## src/rtl/wb_pkg.sv

```systemverilog
// ============================================================================
// wb_pkg: shared Wishbone widths and block-reader FSM state encoding
// Rev 1.0
// ============================================================================
`default_nettype none

package wb_pkg;

  localparam int WB_DW    = 32;
  localparam int WB_SEL_W = 4;
  localparam logic [WB_SEL_W-1:0] WB_SEL_ALL = 4'hF;

  typedef enum logic [1:0] {
    IDLE = 2'd0,
    REQ  = 2'd1,
    WAIT = 2'd2,
    FIN  = 2'd3
  } wb_state_e;

endpackage

`default_nettype wire

```

## src/rtl/wb_block_reader.sv

```systemverilog
// ============================================================================
// wb_block_reader: Wishbone classic initiator streaming LEN words from BASE
// Rev 1.0
// ============================================================================
`default_nettype none

module wb_block_reader
  import wb_pkg::*;
#(
  parameter int AW      = 32,
  parameter int LEN_W   = 16,
  parameter int TIMEOUT = 255
) (
  input  logic                clk,
  input  logic                rst_n,
  input  logic                start,
  input  logic [AW-1:0]       base_addr,
  input  logic [LEN_W-1:0]    len,
  output logic                busy,
  output logic                done,
  output logic                err,
  output logic                m_valid,
  input  logic                m_ready,
  output logic [WB_DW-1:0]    m_data,
  output logic                cyc_o,
  output logic                stb_o,
  output logic                we_o,
  output logic [AW-1:0]       adr_o,
  output logic [WB_DW-1:0]    dat_o,
  output logic [WB_SEL_W-1:0] sel_o,
  input  logic                ack_i,
  input  logic [WB_DW-1:0]    dat_i
);

  localparam int TW = (TIMEOUT > 0) ? $clog2(TIMEOUT + 1) : 1;
  localparam logic [TW-1:0] TO_LOAD = TW'(TIMEOUT);

  wb_state_e state, state_nxt;

  logic [AW-1:0]    addr;
  logic [LEN_W-1:0] remaining;
  logic [TW-1:0]    tcnt;
  logic             accept, issue, ack_hit, expire, fin_go, drain;

  always_comb begin
    state_nxt = state;
    accept    = 1'b0;
    issue     = 1'b0;
    ack_hit   = 1'b0;
    expire    = 1'b0;
    fin_go    = 1'b0;
    drain     = m_valid && m_ready;
    case (state)
      IDLE: if (start) begin
        accept    = 1'b1;
        state_nxt = (len == '0) ? FIN : REQ;
      end
      // The single output slot must be free (or freeing) before the next fetch.
      REQ: if (!m_valid || m_ready) begin
        issue     = 1'b1;
        state_nxt = WAIT;
      end
      // Ack has priority over a timeout expiring in the same cycle.
      WAIT: if (ack_i) begin
        ack_hit   = 1'b1;
        state_nxt = (remaining == LEN_W'(1)) ? FIN : REQ;
      end else if (TIMEOUT != 0 && tcnt == TW'(1)) begin
        expire    = 1'b1;
        state_nxt = FIN;
      end
      FIN: if (!m_valid) begin
        fin_go    = 1'b1;
        state_nxt = IDLE;
      end
      default: state_nxt = IDLE;
    endcase
  end

  always_ff @(posedge clk or negedge rst_n) begin
    if (!rst_n) state <= IDLE;
    else        state <= state_nxt;
  end

  always_ff @(posedge clk or negedge rst_n) begin
    if (!rst_n) begin
      addr      <= '0;
      remaining <= '0;
      tcnt      <= '0;
      cyc_o     <= 1'b0;
      m_valid   <= 1'b0;
      m_data    <= '0;
      err       <= 1'b0;
      done      <= 1'b0;
      busy      <= 1'b0;
    end else begin
      done <= fin_go;
      if (accept) begin
        addr      <= base_addr;
        remaining <= len;
        err       <= 1'b0;
        busy      <= 1'b1;
      end
      if (fin_go) busy <= 1'b0;

      if (issue) begin
        cyc_o <= 1'b1;
        tcnt  <= TO_LOAD;
      end else if (state == WAIT && !ack_i && !expire) begin
        tcnt  <= tcnt - TW'(1);
      end
      if (ack_hit || expire) cyc_o <= 1'b0;
      if (expire) err <= 1'b1;

      if (ack_hit) begin
        m_data    <= dat_i;
        addr      <= addr + AW'(1);
        remaining <= remaining - LEN_W'(1);
      end
      if (ack_hit)    m_valid <= 1'b1;
      else if (drain) m_valid <= 1'b0;
    end
  end

  assign stb_o = cyc_o;
  assign adr_o = addr;
  assign we_o  = 1'b0;
  assign dat_o = '0;
  assign sel_o = WB_SEL_ALL;

endmodule

`default_nettype wire

```

## config.mk

```make
export PLATFORM = sky130hd
export DESIGN_NAME = wb_block_reader
export DESIGN_NICKNAME = d
export VERILOG_FILES = /design/src/rtl/wb_pkg.sv /design/src/rtl/wb_block_reader.sv
export SDC_FILE = /design/constraint.sdc
export NUM_CORES = 1
export LEC_CHECK = 0
export CORE_MARGIN = 1
export CORE_UTILIZATION = 48
export CTS_CLUSTER_DIAMETER = 100
export DETAILED_ROUTE_END_ITERATION = 7
export PLACE_DENSITY = 0.87
export SETUP_SLACK_MARGIN = 0.05
export SKIP_CTS_REPAIR_TIMING = 1
export SLEW_MARGIN = 0
export SYNTH_ARGS = -nofsm -noshare
export SYNTH_HDL_FRONTEND = slang
export SYNTH_SLANG_ARGS = --single-unit
```

## constraint.sdc

```tcl
create_clock -name clk -period 6.1 [get_ports clk]
set_input_delay 1.22 -clock clk [delete_from_list [all_inputs] [get_ports clk]]
set_output_delay 1.22 -clock clk [all_outputs]
set_load 0.005 [all_outputs]
```

==> results of run 1 <==
sequential cells by signal (all words and copies together), names as in the netlist:
| name | flops |
|---|---|
| adr_o | 32 |
| m_data | 32 |
| cyc_o | 1 |
| err | 1 |
| state | 2 |
| tcnt | 8 |
| done | 1 |
| remaining | 16 |
| m_valid | 1 |
| busy | 1 |
placed cells by master, fill, tap and decap left out, drive strengths merged, types with 5 or more instances in the layout:
| cell type | instances |
|---|---|
| a21oi | 15 |
| inv | 13 |
| nor4 | 15 |
| buf | 5 |
| nor2 | 31 |
| a211oi | 5 |
| nand2 | 145 |
| and3 | 7 |
| xnor2 | 7 |
| nand4 | 13 |
| o211ai | 12 |
| clkbuf | 11 |
| nand3 | 21 |
| nor3 | 17 |
| o21ai | 17 |
| clkdlybuf4s50 | 153 |
| o311ai | 10 |
| ha | 5 |
| conb | 37 |
| or3 | 7 |
| dfrtp | 95 |
logic make-up after synthesis:
group / after synthesis
compound gates: 97
xor+xnor: 8
fa+ha+maj: 5
buf+inv: 81
flops: 95
mux: 4
other cells: 2
simple gates: 276
metal layers:
metal / share of wire, % / GRT usage, % / routed length (µm) / vias to the layer above
met5: 0 / 0 / 0 / -
met4: 3.2 / 10.8 / 430 / 0
met3: 8.7 / 6.36 / 1170 / 35
met2: 48 / 41.5 / 6490 / 251
met1: 40 / 32.0 / 5460 / 2233
li1: - / - / - / 2197
worst paths after layout:
path,start,to,slack (ns),cells past startpoint
max,ack_i,adr_o[24],2.83,5
min,m_data[17],m_data[17],0.48,2
max reg2reg,state[0],adr_o[24],3.66,4
min reg2reg,m_data[17],m_data[17],0.48,2
max in group asynchronous,rst_n,adr_o[6],4.17,2
min in group asynchronous,rst_n,adr_o[14],0.79,1
worst register-to-register path, stage by stage, from the launching register on:
cell,delay (ns)
dfrtp_1,0.50
and3b_2,0.89
nor2_1,0.39
a21o_1,0.26
a221o_1,0.28
synth_stat cells (2+ instances only):
cell,count,area share [%]
nand3_1,21,2.1
o32ai_1,2,0.35
buf_4,38,5.7
o311ai_0,10,1.8
mux2i_1,4,0.81
nor2b_1,2,0.25
and2_1,2,0.25
nand4_1,13,1.6
o31ai_1,3,0.45
o22ai_1,2,0.25
a22o_1,2,0.35
nor3_1,17,1.7
and3_1,7,0.88
ha_1,5,1.3
o21a_1,2,0.30
a22oi_1,4,0.60
or4_1,4,0.60
nand3b_1,3,0.45
o211ai_1,12,1.8
a31oi_1,4,0.50
nor2_1,31,2.3
inv_1,13,0.98
clkbuf_1,18,1.4
nor3b_1,2,0.30
o21ai_0,15,1.5
a21oi_1,15,1.5
buf_2,4,0.40
dfrtp_1,95,48
buf_1,8,0.60
or3_1,7,0.88
nor4_1,14,1.8
a221o_1,4,0.81
conb_1,2,0.15
or2_2,2,0.25
o221ai_1,3,0.53
xnor2_1,7,1.2
a21o_1,3,0.45
a211oi_1,5,0.76
nand2_1,145,11
a311oi_1,4,0.71
stage by stage:
stage,hold WS [ns],instances
6_report,0.483,842
5_1_grt,0.500,842
3_5_place_dp,0.466,826
4_1_cts,0.487,842
3_3_place_gp,0.457,826
2_1_floorplan,0.450,603
final cells by class:
| type | instances | share of cell area, % |
|---|---|---|
| clock inverter | 5 | 1.24 |
| timing repair buffer | 158 | 23.6 |
| inverter | 13 | 0.734 |
| tap | 133 | 2.50 |
| multi-input combinational | 427 | 34.2 |
| clock buffer | 11 | 1.98 |
| sequential | 95 | 35.7 |
power breakdown:
group | total, µW | switching (µW) | internal (µW) | leakage (µW)
Sequential | 1200 | 295 | 905 | 0.00113
Clock | 447 | 215 | 231 | 0.0000958
Combinational | 1220 | 558 | 666 | 0.00161
Total | 2870 | 1070 | 1800 | 0.00284
==> metrics.cfg, run 1 <==
[outcome]
status = finished clean

[logic_synthesis]
synthAdderAreaFrac_pct = 1.26
synth_top_family_by_area = simple AND/OR/NAND/NOR gates
synth_xor_area_share_pct = 1.41
synth-warning-count = 0
async_flop_share_pct = 100
syn_avg_cell_area_um2 = 8.75
ys_seq_area_share_pct = 47.9
synth_cell_types = 54
synth-compound-area-share_pct = 13.9
synth_edf_count = 0
muxShareOfSynthArea_pct = 0.806
syn_inst = 568
ys.flop_type = dfrtp_1
yosys.area_share.simple_pct = 25.5
ys_ff_latch = 95
syn_area_um2 = 4970

[routing]
vias_per_cell = 5.60
vias = 4716
drtIter0Drc = 297
dr.pass1.iters = 5
drc_errors = 0
wl_um = 13500
wl_per_cell_um = 16.1
ant_nets = 0

[cells_and_area]
area_growth_pct = 33.9
finalInstanceArea_um2 = 6650
diodes = 0
ff_latch_area_um2 = 2380
n_fill_cell = 808
nets = 794
final_util_pct = 67.1
drive_above_1_share_pct = 3.81
multiInputGateArea_um2 = 2280

[setup_path]
path_delay_family = simple AND/OR/NAND/NOR gates
end_kind = register
path_max_fanout = 50
crit_path_start_kind = input port
worst-setup-path-type = in -> reg
cp.required_ns = 6.34
cpMaxStageDelayCell = and3b_2
critPathArrivalTime_ns = 3.51
path_buf_inv = 1
path_cells = clkdlybuf4s50_1 > and3b_2 > nor2_1 > a21o_1 > a221o_1
max_stage_delay_ns = 0.81

[pwr]
peakVddDrop_mv = 0.196
powerDensity_nw_per_um2 = 432
p_leak_uw = 0.00284
p_total_uw = 2870

[placement]
pre_cts_slack_ns = 2.48
place_area_um2 = 6440
gp_congestion = 0.864
port_buffers = 154
dp_hpwl_um = 9680

[floorplanning]
fp-row-count = 36
die_area_um2 = 10800
die_w_um = 104
core_area_um2 = 9910
initial_core_util_pct = 50.1
io_pins = 192
die_h_um = 104

[clocking]
cts_sinks = 95
ctsHtreeMaxLevel = 3
tritoncts = built
cts_buffers = 9
cts-root-buf = clkbuf_8
clkLatencyLatePin_ns = 0.36
clockBufferDepth = 2
clk_pin_slew_ns = 0.08

[sta]
max_freq_mhz = 306
rsz0062_at_grt = false
postLayoutSetupSlackWorst_ns = 2.83
tns_ns = 0
tightest_slew_ns = 0.908
maxSlewViolCount = 0
fin_skew_ns = 0.0185
hold_viol = 0
relSlewSlack_pct = 39.5
finalSetupViolCount = 0
finalCritPeriodShare_pct = 53.5
post-route-min-period_ns = 3.27

[global_routing]
grt_max_degree = 64
grt_pass1_wl_um = 22100
grt_pass1_vias = 4555
grt_use_total_pct = 25.4
antenna_found_initial = 0
overflow = 0

[worst_hold_path]
hp-class = reg -> reg

[flow_run]
maxCapViolations = 0

(Power assumes the default switching activity.)
==> run 2: changes to the inputs <==
Settings changed: CORE_UTILIZATION 48 to 40, PLACE_DENSITY 0.87 to 0.77.
Clock period 6.1 ns to 2.75 ns, I/O delays scaled along.
==> metrics.cfg, run 2 (synthesis gave the netlist of run 1 again) <==
[global_routing]
grt_max_degree = 50
grt_util_met1_pct = 29.2
overflow = 0
use_met2_pct = 35.5
grt-busiest-layer = met2
grt_pass1_wl_um = 22900
antenna_found_initial = 0
grt_pass1_vias = 4595
grt_use_total_pct = 22.5
grt_use_met3_pct = 7.12

[sta]
rsz0062_at_grt = false
maxSlewViolCount = 0
fin_skew_ns = 0.0102
postLayoutSetupSlackWorst_ns = 0.611
hold_viol = 0
holdWs_ns = 0.199
finalSetupViolCount = 0
tightest_slew_ns = 0.724
post-route-min-period_ns = 2.14
max_freq_mhz = 467
relSlewSlack_pct = 51.6
tns_ns = 0
finalCritPeriodShare_pct = 77.8

[clocking]
ctsHtreeMaxLevel = 3
cts_buffers = 9
tritoncts = built
clk_pin_slew_ns = 0.07
cts-root-buf = clkbuf_16
cts_sinks = 95
clkLatencyLatePin_ns = 0.35
clockBufferDepth = 2

[routing]
vias = 4721
drc_errors = 0
ant_nets = 0
dr.pass1.iters = 5
vias_per_cell = 5.33
wl_um = 13800
wl_per_cell_um = 15.6
drtIter0Drc = 421

[setup_path]
crit_path_start_kind = register
worstSetupStartpoint = adr_o[4]
end_kind = register
worst-setup-path-type = reg -> reg
critPathArrivalTime_ns = 2.42
r2r-start = adr_o[4]
path_max_fanout = 10
reg2reg_depth = 5
cp.required_ns = 3.03

[cells_and_area]
drive_above_1_share_pct = 5.15
area_growth_pct = 38.1
nets = 803
final_common_cell = clkdlybuf4s50_1
multiInputGateArea_um2 = 2280
ff_latch_area_um2 = 2380
n_fill_cell = 1072
final_cells = 886
diodes = 0
final_cell_mix = clkdlybuf4s50_1 (153), nand2_1 (145), dfrtp_1 (95)

[floorplanning]
die_h_um = 113
die_area_um2 = 12900
io_pins = 192
core_area_um2 = 12100
initial_core_util_pct = 41.2
die_w_um = 113
fp-row-count = 40

[pwr]
p_total_uw = 6710
p_leak_uw = 0.00293
peakVddDrop_mv = 0.595
powerDensity_nw_per_um2 = 978

[placement]
pre_cts_slack_ns = 0.327
port_buffers = 154
dpl.cell_count = 870
dp_hpwl_um = 9800
gp_congestion = 0.922

[flow_run]
maxCapViolations = 0

[outcome]
status = finished clean

[worst_hold_path]
hp-class = in -> async

## run 2: worst paths after layout
path	end	slack, ns
worst max-delay path	adr_o[31]	0.61
min in group clk	m_data[20]	0.47
worst max register to register	adr_o[31]	0.61
max in group asynchronous	adr_o[12]	1.90
worst min register to register	m_data[20]	0.47
worst min-delay path	adr_o[29]	0.20
## run 2: routing by layer
| metal | up-vias | part of all wire (%) | wire (µm) |
|---|---|---|---|
| met5 | - | 0 | 0 |
| met4 | 0 | 2.5 | 351 |
| met3 | 23 | 8.2 | 1130 |
| met2 | 226 | 47 | 6490 |
| met1 | 2261 | 42 | 5820 |
| li1 | 2211 | - | - |
## run 2: per-stage QoR
stage | utilization, % | cell area, µm²
2_1_floorplan | - | 5100
3_3_place_gp | 54.4 | 6560
3_5_place_dp | 54.4 | 6560
4_1_cts | 56.9 | 6860
5_1_grt | 56.9 | 6860
6_report | 56.9 | 6860
## run 2: layout make-up
type,count,area share (%)
clock buffers,11,3.54
flip-flops and latches,95,34.6
multi-input cells,427,33.2
clock inverters,5,0.839
well taps,168,3.06
inverters,13,0.711
repair buffers,167,24.0
## run 2: power by group
part           switching (µW)  internal (µW)  total, µW
registers                 658           2010       2670
logic                    1260           1520       2780
clock network             530            728       1260
## run 2: worst max-delay path, stage by stage (launching register included)
cell      delay [ns]
dfrtp_1         0.49
nand4_1         0.41
nor4_1          0.47
nand3_1         0.24
nor4_1          0.30
nand3b_1        0.15
